### src/rtl/hazard_pkg.sv
// -----------------------------------------------------------------------------
// hazard_pkg
// Shared definitions for the pipeline hazard controller:
//   - forwarding select encodings used by the EX-stage operand muxes
//   - divide sequencer state type
//   - default register-file address width
//   - addr_hit(): register-address match helper that never matches r0
// -----------------------------------------------------------------------------
package hazard_pkg;

  localparam int DEFAULT_REG_ADDR_W = 5;

  // EX operand select encodings
  localparam logic [1:0] FWD_RF  = 2'b00;  // register file value
  localparam logic [1:0] FWD_WB  = 2'b01;  // result from WB stage
  localparam logic [1:0] FWD_MEM = 2'b10;  // result from MEM stage

  typedef enum logic [0:0] {
    IDLE     = 1'b0,
    DIV_WAIT = 1'b1
  } state_t;

  // Addresses are zero-extended to 32 bits by the caller so one helper serves
  // every address width. r0 is hardwired to zero, so it never produces a hit.
  function automatic logic addr_hit(input logic [31:0] a, input logic [31:0] b);
    return (a != 32'd0) && (a == b);
  endfunction

endpackage

### src/rtl/hazard_ctrl_fwd_unit.sv
// -----------------------------------------------------------------------------
// fwd_unit
// Purely combinational operand forwarding selects.
// Ports:
//   regwrite_m, regwrite_w : MEM / WB stages write the register file
//   writereg_m, writereg_w : MEM / WB destination registers
//   rs_d, rt_d             : ID source registers (branch/jr compare operands)
//   rs_e, rt_e             : EX source registers (ALU operands)
//   fwd_a_d, fwd_b_d       : ID compare operand taken from the MEM result
//   fwd_a_e, fwd_b_e       : EX operand select (FWD_RF / FWD_WB / FWD_MEM)
// -----------------------------------------------------------------------------
module fwd_unit
  import hazard_pkg::*;
#(
  parameter int REG_ADDR_W = DEFAULT_REG_ADDR_W
) (
  input  logic                  regwrite_m,
  input  logic                  regwrite_w,
  input  logic [REG_ADDR_W-1:0] writereg_m,
  input  logic [REG_ADDR_W-1:0] writereg_w,
  input  logic [REG_ADDR_W-1:0] rs_d,
  input  logic [REG_ADDR_W-1:0] rt_d,
  input  logic [REG_ADDR_W-1:0] rs_e,
  input  logic [REG_ADDR_W-1:0] rt_e,
  output logic                  fwd_a_d,
  output logic                  fwd_b_d,
  output logic [1:0]            fwd_a_e,
  output logic [1:0]            fwd_b_e
);

  // ID compare operands can only be bypassed from MEM.
  always_comb begin
    fwd_a_d = regwrite_m && addr_hit(32'(writereg_m), 32'(rs_d));
    fwd_b_d = regwrite_m && addr_hit(32'(writereg_m), 32'(rt_d));
  end

  // EX operand A select; MEM holds the younger result so it wins over WB.
  always_comb begin
    fwd_a_e = FWD_RF;
    if (regwrite_m && addr_hit(32'(writereg_m), 32'(rs_e))) begin
      fwd_a_e = FWD_MEM;
    end else if (regwrite_w && addr_hit(32'(writereg_w), 32'(rs_e))) begin
      fwd_a_e = FWD_WB;
    end else begin
      fwd_a_e = FWD_RF;
    end
  end

  // EX operand B select, same priority as operand A.
  always_comb begin
    fwd_b_e = FWD_RF;
    if (regwrite_m && addr_hit(32'(writereg_m), 32'(rt_e))) begin
      fwd_b_e = FWD_MEM;
    end else if (regwrite_w && addr_hit(32'(writereg_w), 32'(rt_e))) begin
      fwd_b_e = FWD_WB;
    end else begin
      fwd_b_e = FWD_RF;
    end
  end

endmodule

### src/rtl/hazard_ctrl.sv
// -----------------------------------------------------------------------------
// hazard_ctrl
// Pipeline hazard controller for the five-stage MIPS core. Drives stall
// (pipeline register en = ~stall_x) and flush (clc = flush_x) for every
// inter-stage register, selects operand forwarding, and sequences multi-cycle
// divides, aborting them on exceptions.
// Ports:
//   clk, rst                         : clock, synchronous active-high reset
//   rs_d, rt_d, rs_e, rt_e           : source registers in ID / EX
//   writereg_e/_m/_w, regwrite_e/_m/_w : destination register / write enable
//   memtoreg_e, memtoreg_m           : stage holds a load
//   branch_d                         : branch/jr resolving in ID
//   div_e, div_ready                 : divide in EX, divider result pulse
//   exception_m                      : exception taken in MEM
//   div_go, div_cancel               : start / abort the divider
//   stall_f, stall_d, stall_e        : hold PC, IF/ID, ID/EX
//   flush_d, flush_e, flush_m, flush_w : clear IF/ID, ID/EX, EX/MEM, MEM/WB
//   fwd_a_d, fwd_b_d, fwd_a_e, fwd_b_e : forwarding selects
//   stall_cnt                        : saturating count of cycles with stall_f
// -----------------------------------------------------------------------------
module hazard_ctrl
  import hazard_pkg::*;
#(
  parameter int REG_ADDR_W = DEFAULT_REG_ADDR_W,
  parameter int CNT_W      = 32
) (
  input  logic                  clk,
  input  logic                  rst,
  input  logic [REG_ADDR_W-1:0] rs_d,
  input  logic [REG_ADDR_W-1:0] rt_d,
  input  logic [REG_ADDR_W-1:0] rs_e,
  input  logic [REG_ADDR_W-1:0] rt_e,
  input  logic [REG_ADDR_W-1:0] writereg_e,
  input  logic [REG_ADDR_W-1:0] writereg_m,
  input  logic [REG_ADDR_W-1:0] writereg_w,
  input  logic                  regwrite_e,
  input  logic                  regwrite_m,
  input  logic                  regwrite_w,
  input  logic                  memtoreg_e,
  input  logic                  memtoreg_m,
  input  logic                  branch_d,
  input  logic                  div_e,
  input  logic                  div_ready,
  input  logic                  exception_m,
  output logic                  div_go,
  output logic                  div_cancel,
  output logic                  stall_f,
  output logic                  stall_d,
  output logic                  stall_e,
  output logic                  flush_d,
  output logic                  flush_e,
  output logic                  flush_m,
  output logic                  flush_w,
  output logic                  fwd_a_d,
  output logic                  fwd_b_d,
  output logic [1:0]            fwd_a_e,
  output logic [1:0]            fwd_b_e,
  output logic [CNT_W-1:0]      stall_cnt
);

  state_t           state_r;
  logic [CNT_W-1:0] stall_cnt_r;
  logic             lwstall_s;
  logic             brstall_s;
  logic             launch_s;
  logic             divstall_s;

  fwd_unit #(
    .REG_ADDR_W (REG_ADDR_W)
  ) u_fwd (
    .regwrite_m (regwrite_m),
    .regwrite_w (regwrite_w),
    .writereg_m (writereg_m),
    .writereg_w (writereg_w),
    .rs_d       (rs_d),
    .rt_d       (rt_d),
    .rs_e       (rs_e),
    .rt_e       (rt_e),
    .fwd_a_d    (fwd_a_d),
    .fwd_b_d    (fwd_b_d),
    .fwd_a_e    (fwd_a_e),
    .fwd_b_e    (fwd_b_e)
  );

  // Hazard detection terms.
  always_comb begin
    // Load in EX feeding an ID source: one bubble until it reaches MEM.
    lwstall_s = memtoreg_e &&
                (addr_hit(32'(writereg_e), 32'(rs_d)) ||
                 addr_hit(32'(writereg_e), 32'(rt_d)));
    // Branch compares in ID need operands that are either still in EX, or a
    // load still in MEM (MEM bypass only covers ALU results).
    brstall_s = branch_d &&
                ((regwrite_e &&
                  (addr_hit(32'(writereg_e), 32'(rs_d)) ||
                   addr_hit(32'(writereg_e), 32'(rt_d)))) ||
                 (memtoreg_m &&
                  (addr_hit(32'(writereg_m), 32'(rs_d)) ||
                   addr_hit(32'(writereg_m), 32'(rt_d)))));
    // A divide in EX would launch this cycle if no exception intervenes.
    launch_s   = (state_r == IDLE) && div_e;
    divstall_s = launch_s || ((state_r == DIV_WAIT) && !div_ready);
  end

  // Stall/flush priority: reset > exception > divide > load/branch.
  always_comb begin
    stall_f    = 1'b0;
    stall_d    = 1'b0;
    stall_e    = 1'b0;
    flush_d    = 1'b0;
    flush_e    = 1'b0;
    flush_m    = 1'b0;
    flush_w    = 1'b0;
    div_go     = 1'b0;
    div_cancel = 1'b0;
    if (rst) begin
      // Divider shares this reset, so no cancel is needed here.
      div_cancel = 1'b0;
    end else if (exception_m) begin
      flush_d    = 1'b1;
      flush_e    = 1'b1;
      flush_m    = 1'b1;
      flush_w    = 1'b1;
      div_cancel = (state_r == DIV_WAIT) || launch_s;
    end else if (divstall_s) begin
      stall_f = 1'b1;
      stall_d = 1'b1;
      stall_e = 1'b1;
      flush_m = 1'b1;
      div_go  = launch_s;
    end else if (lwstall_s || brstall_s) begin
      stall_f = 1'b1;
      stall_d = 1'b1;
      flush_e = 1'b1;
    end else begin
      div_go = 1'b0;
    end
  end

  // Divide sequencer; only IDLE can launch, so one divide launches once.
  always_ff @(posedge clk) begin
    if (rst) begin
      state_r <= IDLE;
    end else begin
      case (state_r)
        IDLE: begin
          if (div_e && !exception_m) begin
            state_r <= DIV_WAIT;
          end else begin
            state_r <= IDLE;
          end
        end
        DIV_WAIT: begin
          if (div_ready || exception_m) begin
            state_r <= IDLE;
          end else begin
            state_r <= DIV_WAIT;
          end
        end
        default: state_r <= IDLE;
      endcase
    end
  end

  // Saturating count of cycles in which the front end is held.
  always_ff @(posedge clk) begin
    if (rst) begin
      stall_cnt_r <= {CNT_W{1'b0}};
    end else if (stall_f && (stall_cnt_r != {CNT_W{1'b1}})) begin
      stall_cnt_r <= stall_cnt_r + CNT_W'(1);
    end else begin
      stall_cnt_r <= stall_cnt_r;
    end
  end

  assign stall_cnt = stall_cnt_r;

endmodule

### config.mk
export PLATFORM = sky130hd
export DESIGN_NAME = hazard_ctrl
export DESIGN_NICKNAME = d
export VERILOG_FILES = /design/src/rtl/hazard_pkg.sv /design/src/rtl/hazard_ctrl_fwd_unit.sv /design/src/rtl/hazard_ctrl.sv
export SDC_FILE = /design/constraint.sdc
export NUM_CORES = 1
export LEC_CHECK = 0
export CAP_MARGIN = 20
export CELL_PAD_IN_SITES_DETAIL_PLACEMENT = 0
export CELL_PAD_IN_SITES_GLOBAL_PLACEMENT = 1
export CORE_MARGIN = 2
export CORE_UTILIZATION = 34
export CTS_BUF_LIST = sky130_fd_sc_hd__clkbuf_16
export CTS_CLUSTER_DIAMETER = 150
export CTS_CLUSTER_SIZE = 40
export DETAILED_ROUTE_END_ITERATION = 10
export PLACE_DENSITY_LB_ADDON = 0.05
export SLEW_MARGIN = 15
export SYNTH_ARGS = -nofsm -noshare
export SYNTH_HDL_FRONTEND = slang
export SYNTH_SLANG_ARGS = --single-unit
### constraint.sdc
create_clock -name clk -period 7 [get_ports clk]
set_input_delay 1.05 -clock clk [delete_from_list [all_inputs] [get_ports clk]]
set_output_delay 1.05 -clock clk [all_outputs]
set_load 0.1 [all_outputs]
; Word-level counts from Yosys, hierarchy flattened
; Index checks and enable logic that the tools add are counted.
; W data, S select, Z words.
[op_classes]
n_eq_ne = 9
addsub = 1
muxes = 26
reduce_logical = 34
bitwise = 1
[op_table]
columns = cell, n
row1 = $eq A5 B5 Y1, 8
row2 = $add A32 B1 Y32 const B, 1
row3 = $ne A32 B32 Y1 const B, 1
row4 = $mux W1, 23
row5 = $logic_and A1 B1 Y1, 22
row6 = $reduce_bool A5 Y1, 3
row7 = $logic_or A1 B1 Y1, 7
row8 = $mux W2, 2
row9 = $logic_not A1 Y1, 2
row10 = $pmux W1 S2, 1
row11 = $not A1 Y1, 1
[word_totals]
output_inout_bits = 47
in_bits = 46
register_bits = 33
word_cells = 73

; Logic depth before layout (Yosys ltp)
[logic_depth]
depth_word = 12
ltp_mapped = 11
mapped_depth_nobuf = 8

; Modules after synthesis
; A second synthesis with hierarchy kept.
[hier_totals]
hier_cells = 313
area_unflattened_um2 = 2549.9
[by_module_without_submodules]
columns = module, n_inst, area_each_um2, cells_per_inst, seq_area_each_um2
row1 = hazard_ctrl, 1, 2140.8, 260, 660.6
row2 = fwd_unit, 1, 409.1, 53, 0.0

; Least setup slack after synthesis
; No wires, ideal clock.
[synth_timing]
kind = input-to-output
startpoint = input port writereg_m[3]
endpoint = output port fwd_a_e[0]
stages = 5
setup_slack_ns = -0.653
required_ns = 5.950
n_path_buf = 1
t_arrival_ns = 6.603
path_cell_list = clkbuf_1 -> or4_4 -> o21ai_0 -> nor4_1 -> nor4_1
[synth_between]
elab_chain_len = 4
elab_cells_between_ends = 5
[synth_lines]
columns = element, line
row1 = from (decl), hazard_ctrl.sv:34  ; input logic [REG_ADDR_W-1:0] writereg_m,
row2 = $eq A5 B5 Y1 or $reduce_bool A5 Y1 (tied branches), hazard_pkg.sv:26  ; return (a != 32'd0) && (a == b);
row3 = $logic_and A1 B1 Y1 (*), hazard_pkg.sv:26
row4 = $logic_and A1 B1 Y1 (*), hazard_ctrl_fwd_unit.sv:40  ; if (regwrite_m && addr_hit(32'(writereg_m), 32'(rs_e))) begin
row5 = $mux W2 (*), hazard_ctrl_fwd_unit.sv:40
row6 = to (decl), hazard_ctrl.sv:56  ; output logic [1:0] fwd_a_e,
; Every way passes the cells marked *; elsewhere a longest branch is shown, timed or not.

; Final worst setup path
[layout_timing]
startpoint = input port writereg_m[1]
endpoint = output port fwd_b_e[0]
[layout_between]
elab_chain_len = 4
elab_cells_between_ends = 5
[layout_lines]
columns = element, line
row1 = $eq A5 B5 Y1 or $reduce_bool A5 Y1 (tied branches), hazard_pkg.sv:26
row2 = $logic_and A1 B1 Y1 (*), hazard_pkg.sv:26
row3 = $logic_and A1 B1 Y1 (*), hazard_ctrl_fwd_unit.sv:52  ; if (regwrite_m && addr_hit(32'(writereg_m), 32'(rt_e))) begin
row4 = $mux W2 (*), hazard_ctrl_fwd_unit.sv:52
row5 = to (decl), hazard_ctrl.sv:57  ; output logic [1:0] fwd_b_e,
; Marked as above.

==> flow_metrics.env <==
export IMPL_dp_cells=467
export IMPL_critPathKind="primary input to primary output"
export IMPL_cts_resized=0
export IMPL_io_pins=93
export IMPL_worst_r2r_setup_slack_ns=4.49
export IMPL_ys_ff_latch=33
export IMPL_fmax_ghz=0.189
export IMPL_fp_dieArea_um2=7780
export IMPL_clkLatencyLatePin_ns=0.27
export IMPL_maxCapViolCount=0
export IMPL_p_leak_nw=1.14
export IMPL_dp_slack_ns=1.71
export IMPL_grt_pass1_wl_mm=11.6
export IMPL_grt_pass1_vias=2341
export IMPL_cp_start_kind="primary input"
export IMPL_power_mw=0.549
export IMPL_syn_area_um2=2410
export IMPL_post_cts_buffers=0
export IMPL_fin_setup_tns_ns=0
export IMPL_drt_first_pass_iters=4
export IMPL_die_y_um=88.2
export IMPL_hold_class="flip-flop to flip-flop"
export IMPL_hp_start="stall_cnt[20]"
export IMPL_post_route_util=0.510
export IMPL_drv_slew=0
export IMPL_status="finished clean"
export IMPL_syn_nets=348
export IMPL_r2r_start="stall_cnt[11]"
export IMPL_final_cell_mix="92 x clkdlybuf4s50_1, 33 x dfxtp_1, 26 x xor2_1, 24 x a21oi_1, 23 x nand3_1"
export IMPL_cp_arrival_ns=4.25
export IMPL_core_um2=6830
export IMPL_clk_pin_slew_ns=0.05
export IMPL_layout_drive_gt1_share=0.0528
export IMPL_ctsHoldBuffers=0
export IMPL_wl_per_cell_um=14.8
export IMPL_synth_edf_count=0
export IMPL_ys_types=45
export IMPL_grt_util_all_layers=0.186
export IMPL_rows=30
export IMPL_cts_sinks=33
export IMPL_yosysSeqAreaShare=0.274
export IMPL_cts_tree="built"
export IMPL_final_cells=475
export IMPL_fin_crit_ns=5.30
export IMPL_drt_wl_total_mm=7.04
export IMPL_dpl_hpwl_mm=5.23
export IMPL_io_buffers=92
export IMPL_gp_congestion=0.855
export IMPL_ys_async_sr_fraction=0
export IMPL_worstMarginPinSlew_ns=1.00
export IMPL_synth_cells=301
export IMPL_cts_root_buf="clkbuf_16"
export IMPL_hold_viol=0
export IMPL_cp_startpoint="writereg_m[1]"
export IMPL_grt_antenna_before_repair=0
export IMPL_power_density_nw_per_um2=158
export IMPL_avgViaCountPerCell=5.34
export IMPL_drc=0
export IMPL_synth_ff_type="dfxtp_1"
export IMPL_syn_to_final_growth_pct=44.7
export IMPL_numCtsBuffers=5
export IMPL_cp_max_fo=5
export IMPL_initial_utilization=0.353
export IMPL_cp_end_kind="primary output"
export IMPL_fin_crit_sh=0.758
export IMPL_grt_max_degree=57
export IMPL_fp_dieW_um=88.2
export IMPL_clock_path_buffers=2
export IMPL_cts_htree_levels=2
export IMPL_drt_iter0_markers=162
export IMPL_nets=425
export IMPL_setup_viol=0
export IMPL_ir_drop_uv=75.4
export IMPL_syn_avg_cell_area_um2=8.01
export IMPL_skew_ns=0.00705
export IMPL_vias=2538
export IMPL_diodes=0
export IMPL_relSlewSlack=0.330
export IMPL_antenna_left=0
export IMPL_fin_ws_ns=1.70
export IMPL_critPathRequiredTime_ns=5.95
export IMPL_grt_overflow_total=0
export IMPL_rsz0062_at_grt="false"
export IMPL_final_common_cell="clkdlybuf4s50_1"
export IMPL_yosys_warnings=0
## Yosys cell counts, types with 6 or more instances
cell type / instances / share of area
nand3_1: 23 / 0.048
nor3_1: 10 / 0.021
buf_4: 6 / 0.019
o31ai_1: 12 / 0.037
nor2_1: 20 / 0.031
o21ai_0: 9 / 0.019
nand4_1: 11 / 0.029
xnor2_1: 14 / 0.051
and3_1: 6 / 0.016
nand2_1: 12 / 0.019
or4_1: 16 / 0.050
buf_2: 7 / 0.015
xor2_1: 26 / 0.094
a21oi_1: 24 / 0.050
nor4_1: 9 / 0.023
or3_1: 7 / 0.018
dfxtp_1: 33 / 0.27
## per-stage QoR
stage,cell area (um^2),hold WS [ns]
global route,3490,0.533
CTS,3490,0.496
finish,3490,0.494
detailed placement,3320,0.487
floorplan,2410,0.588
global placement,3320,0.477
## cells by family after synthesis
family          share of synthesized area
xor+xnor                            0.145
flops                               0.274
buf+inv                            0.0706
fa+ha+maj                         0.00519
compound gates                      0.190
simple gates                        0.292
mux                                0.0228
## sequential cells by signal, indices dropped and copies added (netlist names)
signal and count:
stall_cnt 32, state_r 1
## path summary, 6_finish.rpt
path | to | cells past startpoint
min reg2reg | stall_cnt[20] | 2
min | stall_cnt[20] | 2
max reg2reg | stall_cnt[15] | 7
max | fwd_b_e[0] | 6
## layer usage
metal | vias up | GRT usage | share of wire
li1 | 1285 | - | -
met3 | 4 | 0.0396 | 0.053
met2 | 60 | 0.288 | 0.48
met5 | - | 0 | 0
met1 | 1189 | 0.265 | 0.46
met4 | 0 | 0.0413 | 0.0064
## cell type report
type	count	area [um^2]
clock inverter	3	37.5
timing repair buffer	95	943
multi-input combinational	239	1580
fill	717	3350
clock buffer	5	125
tap	96	120
inverter	4	15.0
sequential	33	661
## critical path, cell delays in order
cell             delay (ns)
clkdlybuf4s50_1        0.53
or4_4                  0.59
o21ai_0                0.41
nor4_1                 0.16
nor4_1                 0.33
clkdlybuf4s50_1        1.19
## where the power goes
group / leakage [nW] / switching [mW] / total (mW) / internal, mW
clock: 0.0826 / 0.0780 / 0.243 / 0.165
combinational: 0.787 / 0.0688 / 0.115 / 0.0465
sequential: 0.266 / 0.00152 / 0.191 / 0.189
Power figures use the tool's default switching activity.
